$ cat config.mk
export PLATFORM = sky130hd
export DESIGN_NAME = mem_access_unit
export DESIGN_NICKNAME = d
export VERILOG_FILES = /design/src/rtl/mem_access_unit.sv
export SDC_FILE = /design/constraint.sdc
export NUM_CORES = 1
export LEC_CHECK = 0
export ABC_AREA = 1
export CORE_MARGIN = 1.5
export CORE_UTILIZATION = 40
export DETAILED_ROUTE_END_ITERATION = 8
export GPL_TIMING_DRIVEN = 0
export PLACE_DENSITY = 0.79
export SKIP_LAST_GASP = 1
export SLEW_MARGIN = 10
export SYNTH_ARGS = -nofsm -noshare
export SYNTH_HDL_FRONTEND = slang
export SYNTH_SLANG_ARGS = --single-unit
$ cat constraint.sdc
create_clock -name clk -period 2.8 [get_ports clk]
set_input_delay 0.28 -clock clk [delete_from_list [all_inputs] [get_ports clk]]
set_output_delay 0.28 -clock clk [all_outputs]
set_load 0.05 [all_outputs]
$ cat src/rtl/mem_access_unit.sv
// rtl/mem_access_unit.sv - load/store initiator for a req/gnt/rvalid data-memory bus
//
// Accepts one load/store at a time, rejects misaligned accesses with an
// address-error code, otherwise drives a single bus beat and returns the
// extended load data (or a bus-timeout code) on a one-cycle response strobe.
//
// Ports:
//   clk, reset       clock; synchronous active-low reset
//   req_*            command handshake from execute (valid/ready, we, op, addr, wdata, pc)
//   bus_*            memory bus: req/we/addr/be/wdata out, gnt/rvalid/rdata in
//   resp_*           completion strobe with extended load data, exception code, pc

module mem_access_unit #(
    parameter int TIMEOUT = 255
) (
    input  logic        clk,
    input  logic        reset,
    input  logic        req_valid,
    output logic        req_ready,
    input  logic        req_we,
    input  logic [2:0]  req_op,
    input  logic [31:0] req_addr,
    input  logic [31:0] req_wdata,
    input  logic [31:0] req_pc,
    output logic        bus_req,
    output logic        bus_we,
    output logic [31:0] bus_addr,
    output logic [3:0]  bus_be,
    output logic [31:0] bus_wdata,
    input  logic        bus_gnt,
    input  logic        bus_rvalid,
    input  logic [31:0] bus_rdata,
    output logic        resp_valid,
    output logic [31:0] resp_rdata,
    output logic [1:0]  resp_exc,
    output logic [31:0] resp_pc
);

    localparam int CW = $clog2(TIMEOUT + 1);

    localparam logic [2:0] OP_W  = 3'd0;
    localparam logic [2:0] OP_B  = 3'd1;
    localparam logic [2:0] OP_H  = 3'd2;
    localparam logic [2:0] OP_BU = 3'd3;
    localparam logic [2:0] OP_HU = 3'd4;

    localparam logic [1:0] EXC_NONE = 2'd0;
    localparam logic [1:0] EXC_ADEL = 2'd1;
    localparam logic [1:0] EXC_ADES = 2'd2;
    localparam logic [1:0] EXC_TMO  = 2'd3;

    typedef enum logic [1:0] {S_IDLE, S_BUS_REQ, S_WAIT_R, S_RESP} state_t;

    state_t      r_state;
    state_t      w_next;
    logic        r_we;
    logic [2:0]  r_op;
    logic [1:0]  r_addr_lo;
    logic [31:0] r_pc;
    logic [CW-1:0] r_cnt;
    logic [31:0] r_res_rdata;
    logic [1:0]  r_res_exc;

    logic        w_accept;
    logic        w_misaligned;
    logic        w_timeout;
    logic [2:0]  w_op;
    logic [3:0]  w_be;
    logic [31:0] w_wdata;
    logic [7:0]  w_byte;
    logic [15:0] w_half;
    logic [31:0] w_load;

    assign req_ready = (r_state == S_IDLE) && reset;
    assign w_accept  = req_valid && req_ready;
    // Compared with >= so a grant landing on the last budgeted cycle still
    // leaves WAIT_R bounded instead of counting on past the limit.
    assign w_timeout = (r_cnt >= CW'(TIMEOUT - 1));

    always_ff @(posedge clk) begin
        if (!reset) begin
            r_state <= S_IDLE;
        end else begin
            r_state <= w_next;
        end
    end

    always_comb begin
        w_next = r_state;
        case (r_state)
            S_IDLE:    if (w_accept) w_next = w_misaligned ? S_RESP : S_BUS_REQ;
            S_BUS_REQ: if (bus_gnt) w_next = S_WAIT_R;
                       else if (w_timeout) w_next = S_RESP;
            S_WAIT_R:  if (bus_rvalid || w_timeout) w_next = S_RESP;
            S_RESP:    w_next = S_IDLE;
            default:   w_next = S_IDLE;
        endcase
    end

    // Request-side lane decode: op 5-7 fold onto word.
    always_comb begin
        w_op         = (req_op > OP_HU) ? OP_W : req_op;
        w_misaligned = 1'b0;
        w_be         = 4'b1111;
        w_wdata      = req_wdata;
        case (w_op)
            OP_B, OP_BU: begin
                w_be    = 4'b0001 << req_addr[1:0];
                w_wdata = {4{req_wdata[7:0]}};
            end
            OP_H, OP_HU: begin
                w_be         = req_addr[1] ? 4'b1100 : 4'b0011;
                w_wdata      = {2{req_wdata[15:0]}};
                w_misaligned = req_addr[0];
            end
            default: w_misaligned = (req_addr[1:0] != 2'b00);
        endcase
    end

    // Response-side lane extraction from the returned word.
    always_comb begin
        w_byte = bus_rdata[{r_addr_lo, 3'b000} +: 8];
        w_half = r_addr_lo[1] ? bus_rdata[31:16] : bus_rdata[15:0];
        case (r_op)
            OP_B:    w_load = {{24{w_byte[7]}}, w_byte};
            OP_BU:   w_load = {24'd0, w_byte};
            OP_H:    w_load = {{16{w_half[15]}}, w_half};
            OP_HU:   w_load = {16'd0, w_half};
            default: w_load = bus_rdata;
        endcase
    end

    always_ff @(posedge clk) begin
        if (!reset) begin
            bus_req     <= 1'b0;
            bus_we      <= 1'b0;
            bus_addr    <= '0;
            bus_be      <= '0;
            bus_wdata   <= '0;
            resp_valid  <= 1'b0;
            resp_rdata  <= '0;
            resp_exc    <= '0;
            resp_pc     <= '0;
            r_cnt       <= '0;
            r_we        <= 1'b0;
            r_op        <= '0;
            r_addr_lo   <= '0;
            r_pc        <= '0;
            r_res_rdata <= '0;
            r_res_exc   <= '0;
        end else begin
            resp_valid <= 1'b0;
            case (r_state)
                S_IDLE: if (w_accept) begin
                    r_we      <= req_we;
                    r_op      <= w_op;
                    r_addr_lo <= req_addr[1:0];
                    r_pc      <= req_pc;
                    r_cnt     <= '0;
                    if (w_misaligned) begin
                        r_res_exc   <= req_we ? EXC_ADES : EXC_ADEL;
                        r_res_rdata <= '0;
                    end else begin
                        bus_req   <= 1'b1;
                        bus_we    <= req_we;
                        bus_addr  <= {req_addr[31:2], 2'b00};
                        bus_be    <= w_be;
                        bus_wdata <= w_wdata;
                    end
                end
                S_BUS_REQ: begin
                    r_cnt <= r_cnt + CW'(1);
                    if (bus_gnt) begin
                        bus_req <= 1'b0;
                    end else if (w_timeout) begin
                        bus_req     <= 1'b0;
                        r_res_exc   <= EXC_TMO;
                        r_res_rdata <= '0;
                    end
                end
                S_WAIT_R: begin
                    r_cnt <= r_cnt + CW'(1);
                    if (bus_rvalid) begin
                        r_res_exc   <= EXC_NONE;
                        r_res_rdata <= r_we ? 32'd0 : w_load;
                    end else if (w_timeout) begin
                        r_res_exc   <= EXC_TMO;
                        r_res_rdata <= '0;
                    end
                end
                S_RESP: begin
                    resp_valid <= 1'b1;
                    resp_rdata <= r_res_rdata;
                    resp_exc   <= r_res_exc;
                    resp_pc    <= r_pc;
                end
                default: ;
            endcase
        end
    end

endmodule

==> out/metrics.yaml <==
finish:
  fillers: 2233
  multiInputGateArea_sq_um: 4420
  regArea_sq_um: 4340
  fin_area_sq_um: 13500
  drive_above_1_share: 0.0443
  syn_to_final_growth_pct: 41.3
  layout.nets: 1841
  antenna_cells: 0
detailed_routing:
  drtPass1Iterations: 5
  via_per_inst: 4.97
  drt.antenna.violating_nets: 0
  route.detailed.drc: 0
  vias: 10100
  initialDrtViolationCount: 796
  wl_per_cell_um: 15.4
  drt_wl_total_um: 31400
sta:
  fin_skew_ns: 0.0136
  slew_headroom: 0.428
  worstMarginPinSlew_ns: 0.858
  rsz0062_at_grt: "false"
  fin_crit_ns: 2.52
  timing.fmax_mhz: 397
  hold_violations: 0
  tns_ns: 0
  drv_slew: 0
  setup-violations-final: 0
  fin_hold_ws_ns: 0.310
  period_share: 0.900
worst_setup_path:
  worstPathMaxFanout: 5
  cp_slowest_cell: "clkdlybuf4s50_1"
  r2r-start: "r_state[0]"
  worstSetupStartpoint: "r_state[1]"
  worstSetupPathType: "reg2out"
  max_stage_delay_ns: 0.82
  path_cells: "inv_1, ha_1, nand2_1, inv_2, clkdlybuf4s50_1"
  endpoint_kind: "output pin"
  cp.arrival_ns: 2.24
  required_ns: 2.52
  regToRegSetupSlack_ns: 0.42
  crit_path_start_kind: "flop"
  r2r_cells: 11
  r2r_end: "bus_be[0]"
synth:
  synth_ff_type: "dfxtp_1"
  yosysMostFrequentCell: "nand2_1"
  synthesis.instances: 1398
  yosys_warnings: 0
  ys_ff_latch: 217
  synth-edff-count: 0
  syn_avg_cell_area_sq_um: 6.83
  yosysTopAreaCellShare: 0.455
  ys_types: 32
  yosys-top-cells-count: "nand2_1, nor2_1, dfxtp_1"
  ys_seq_area_frac: 0.455
  synth_top_area_cell: "dfxtp_1"
  netlist_area_sq_um: 9550
  synth_area_leaders: "dfxtp_1, nand2_1, nor2_1, o21ai_0, nand3_1"
  synth-async-reset-ratio: 0
place:
  dp_hpwl_um: 23700
  io_buffers: 272
  dpl_cell_area_sq_um: 12700
  gp_congestion: 0.927
floorplan:
  die_area_sq_um: 24800
  core_area_sq_um: 23500
  die_x_um: 158
  top_level_ports: 275
  start_util: 0.407
  fp-row-count: 56
  dieHeight_um: 158
cts:
  root_buffer: "clkbuf_16"
  clk_latency_ns: 0.52
  cts-htree-levels: 1
  clk_pin_slew_ns: 0.06
  post_cts_buffers: 0
  tritoncts: "yes"
  clock_path_buffers: 3
  cts_num_sinks: 217
  cts-resized-gates: 0
  cts_hold_buf: 0
  cts_buffers: 24
global_routing:
  grt_pass1_vias: 9510
  antenna_found_initial: 0
  grt_overflow: 0
  grt_use_total: 0.250
  grt_pass1_wl_um: 49300
  grt_max_degree: 14
power:
  powerDensity_nw_per_um2: 817
  ir_drop_v: 0.000493
  p_leak_nw: 5.85
run_status:
  status: "completed"
min_path:
  hold_end: "r_pc[19]"
  min-delay-start: "req_pc[19]"
  hold_path_class: "in2reg"
  whs_path_depth: 3
flow_run:
  maxCapViolCount: 0
-- power breakdown --
| part | total, mW | internal (mW) | switching (mW) |
|---|---|---|---|
| Sequential | 3.72 | 3.49 | 0.227 |
| Clock | 3.24 | 1.98 | 1.27 |
| Combinational | 4.07 | 1.29 | 2.78 |
| Total | 11.0 | 6.76 | 4.27 |
-- cell usage in the layout, fill, tap and decap left out, drive strengths merged --
master,n
nand2,317
nor2,296
clkdlybuf4s50,272
dfxtp,217
o21ai,175
clkbuf,102
inv,95
nand3,94
a21oi,68
buf,23
nand3b,15
o221ai,8
clkinv,8
nor3,7
ha,7
nor3b,2
nand4,2
conb,2
bufinv,2
o22ai,1
a21boi,1
a31o,1
-- critical path, delay by kind of cell (launching register included) --
family	cells	cell delay [ns]
fa+ha+maj	1	0.26
buf+inv	3	1.01
flops	1	0.35
simple gates	1	0.09
-- registers in the layout, summed over array words and instances, names as in the netlist, 3 cells and up --
signal / cells
resp_pc: 32
bus_be: 4
r_res_rdata: 32
r_pc: 32
bus_wdata: 32
r_op: 3
bus_addr: 30
r_cnt: 8
resp_rdata: 32
-- cells by family (layout without fill, tap and decap cells) --
group,count (synthesis),after routing,synth area share
simple gates,733,733,0.315
compound gates,254,254,0.138
flops,217,217,0.455
buf+inv,186,502,0.0823
fa+ha+maj,7,7,0.00917
other cells,1,2,0.000393
-- cell type report --
class,instances,share of cell area
clock inverter,8,0.00695
timing repair buffer,272,0.202
sequential,217,0.322
tap,319,0.0296
buffer,89,0.0312
multi-input combinational,996,0.328
inverter,97,0.0270
clock buffer,36,0.0539
-- metal layers --
layer / up-vias / part of all wire / GRT usage / wire length [um]
met3: 79 / 0.070 / 0.0509 / 2200
met2: 355 / 0.47 / 0.419 / 14600
li1: 5072 / - / - / -
met1: 4613 / 0.43 / 0.316 / 13400
met4: 0 / 0.037 / 0.0898 / 1160
met5: - / 0 / 0 / 0
-- per-stage QoR --
stage / setup WS, ns / power [mW] / std cells / utilization
after floorplan: 0.785 / 6.46 / 1399 / -
after global placement: 0.358 / 7.74 / 1990 / 0.540
after global routing: 0.191 / 11.6 / 2034 / 0.575
after detailed placement: 0.341 / 7.80 / 1990 / 0.540
final: 0.280 / 11.0 / 2034 / 0.575
after CTS: 0.269 / 11.1 / 2034 / 0.575
-- worst max-delay path by stage --
stage,end,cells past startpoint
floorplan,bus_be[2],12
global placement,bus_wdata[23],10
detailed placement,bus_be[0],10
CTS,req_ready,5
global route,req_ready,5
finish,req_ready,5
Note: power is estimated with default switching activity, not from simulation.
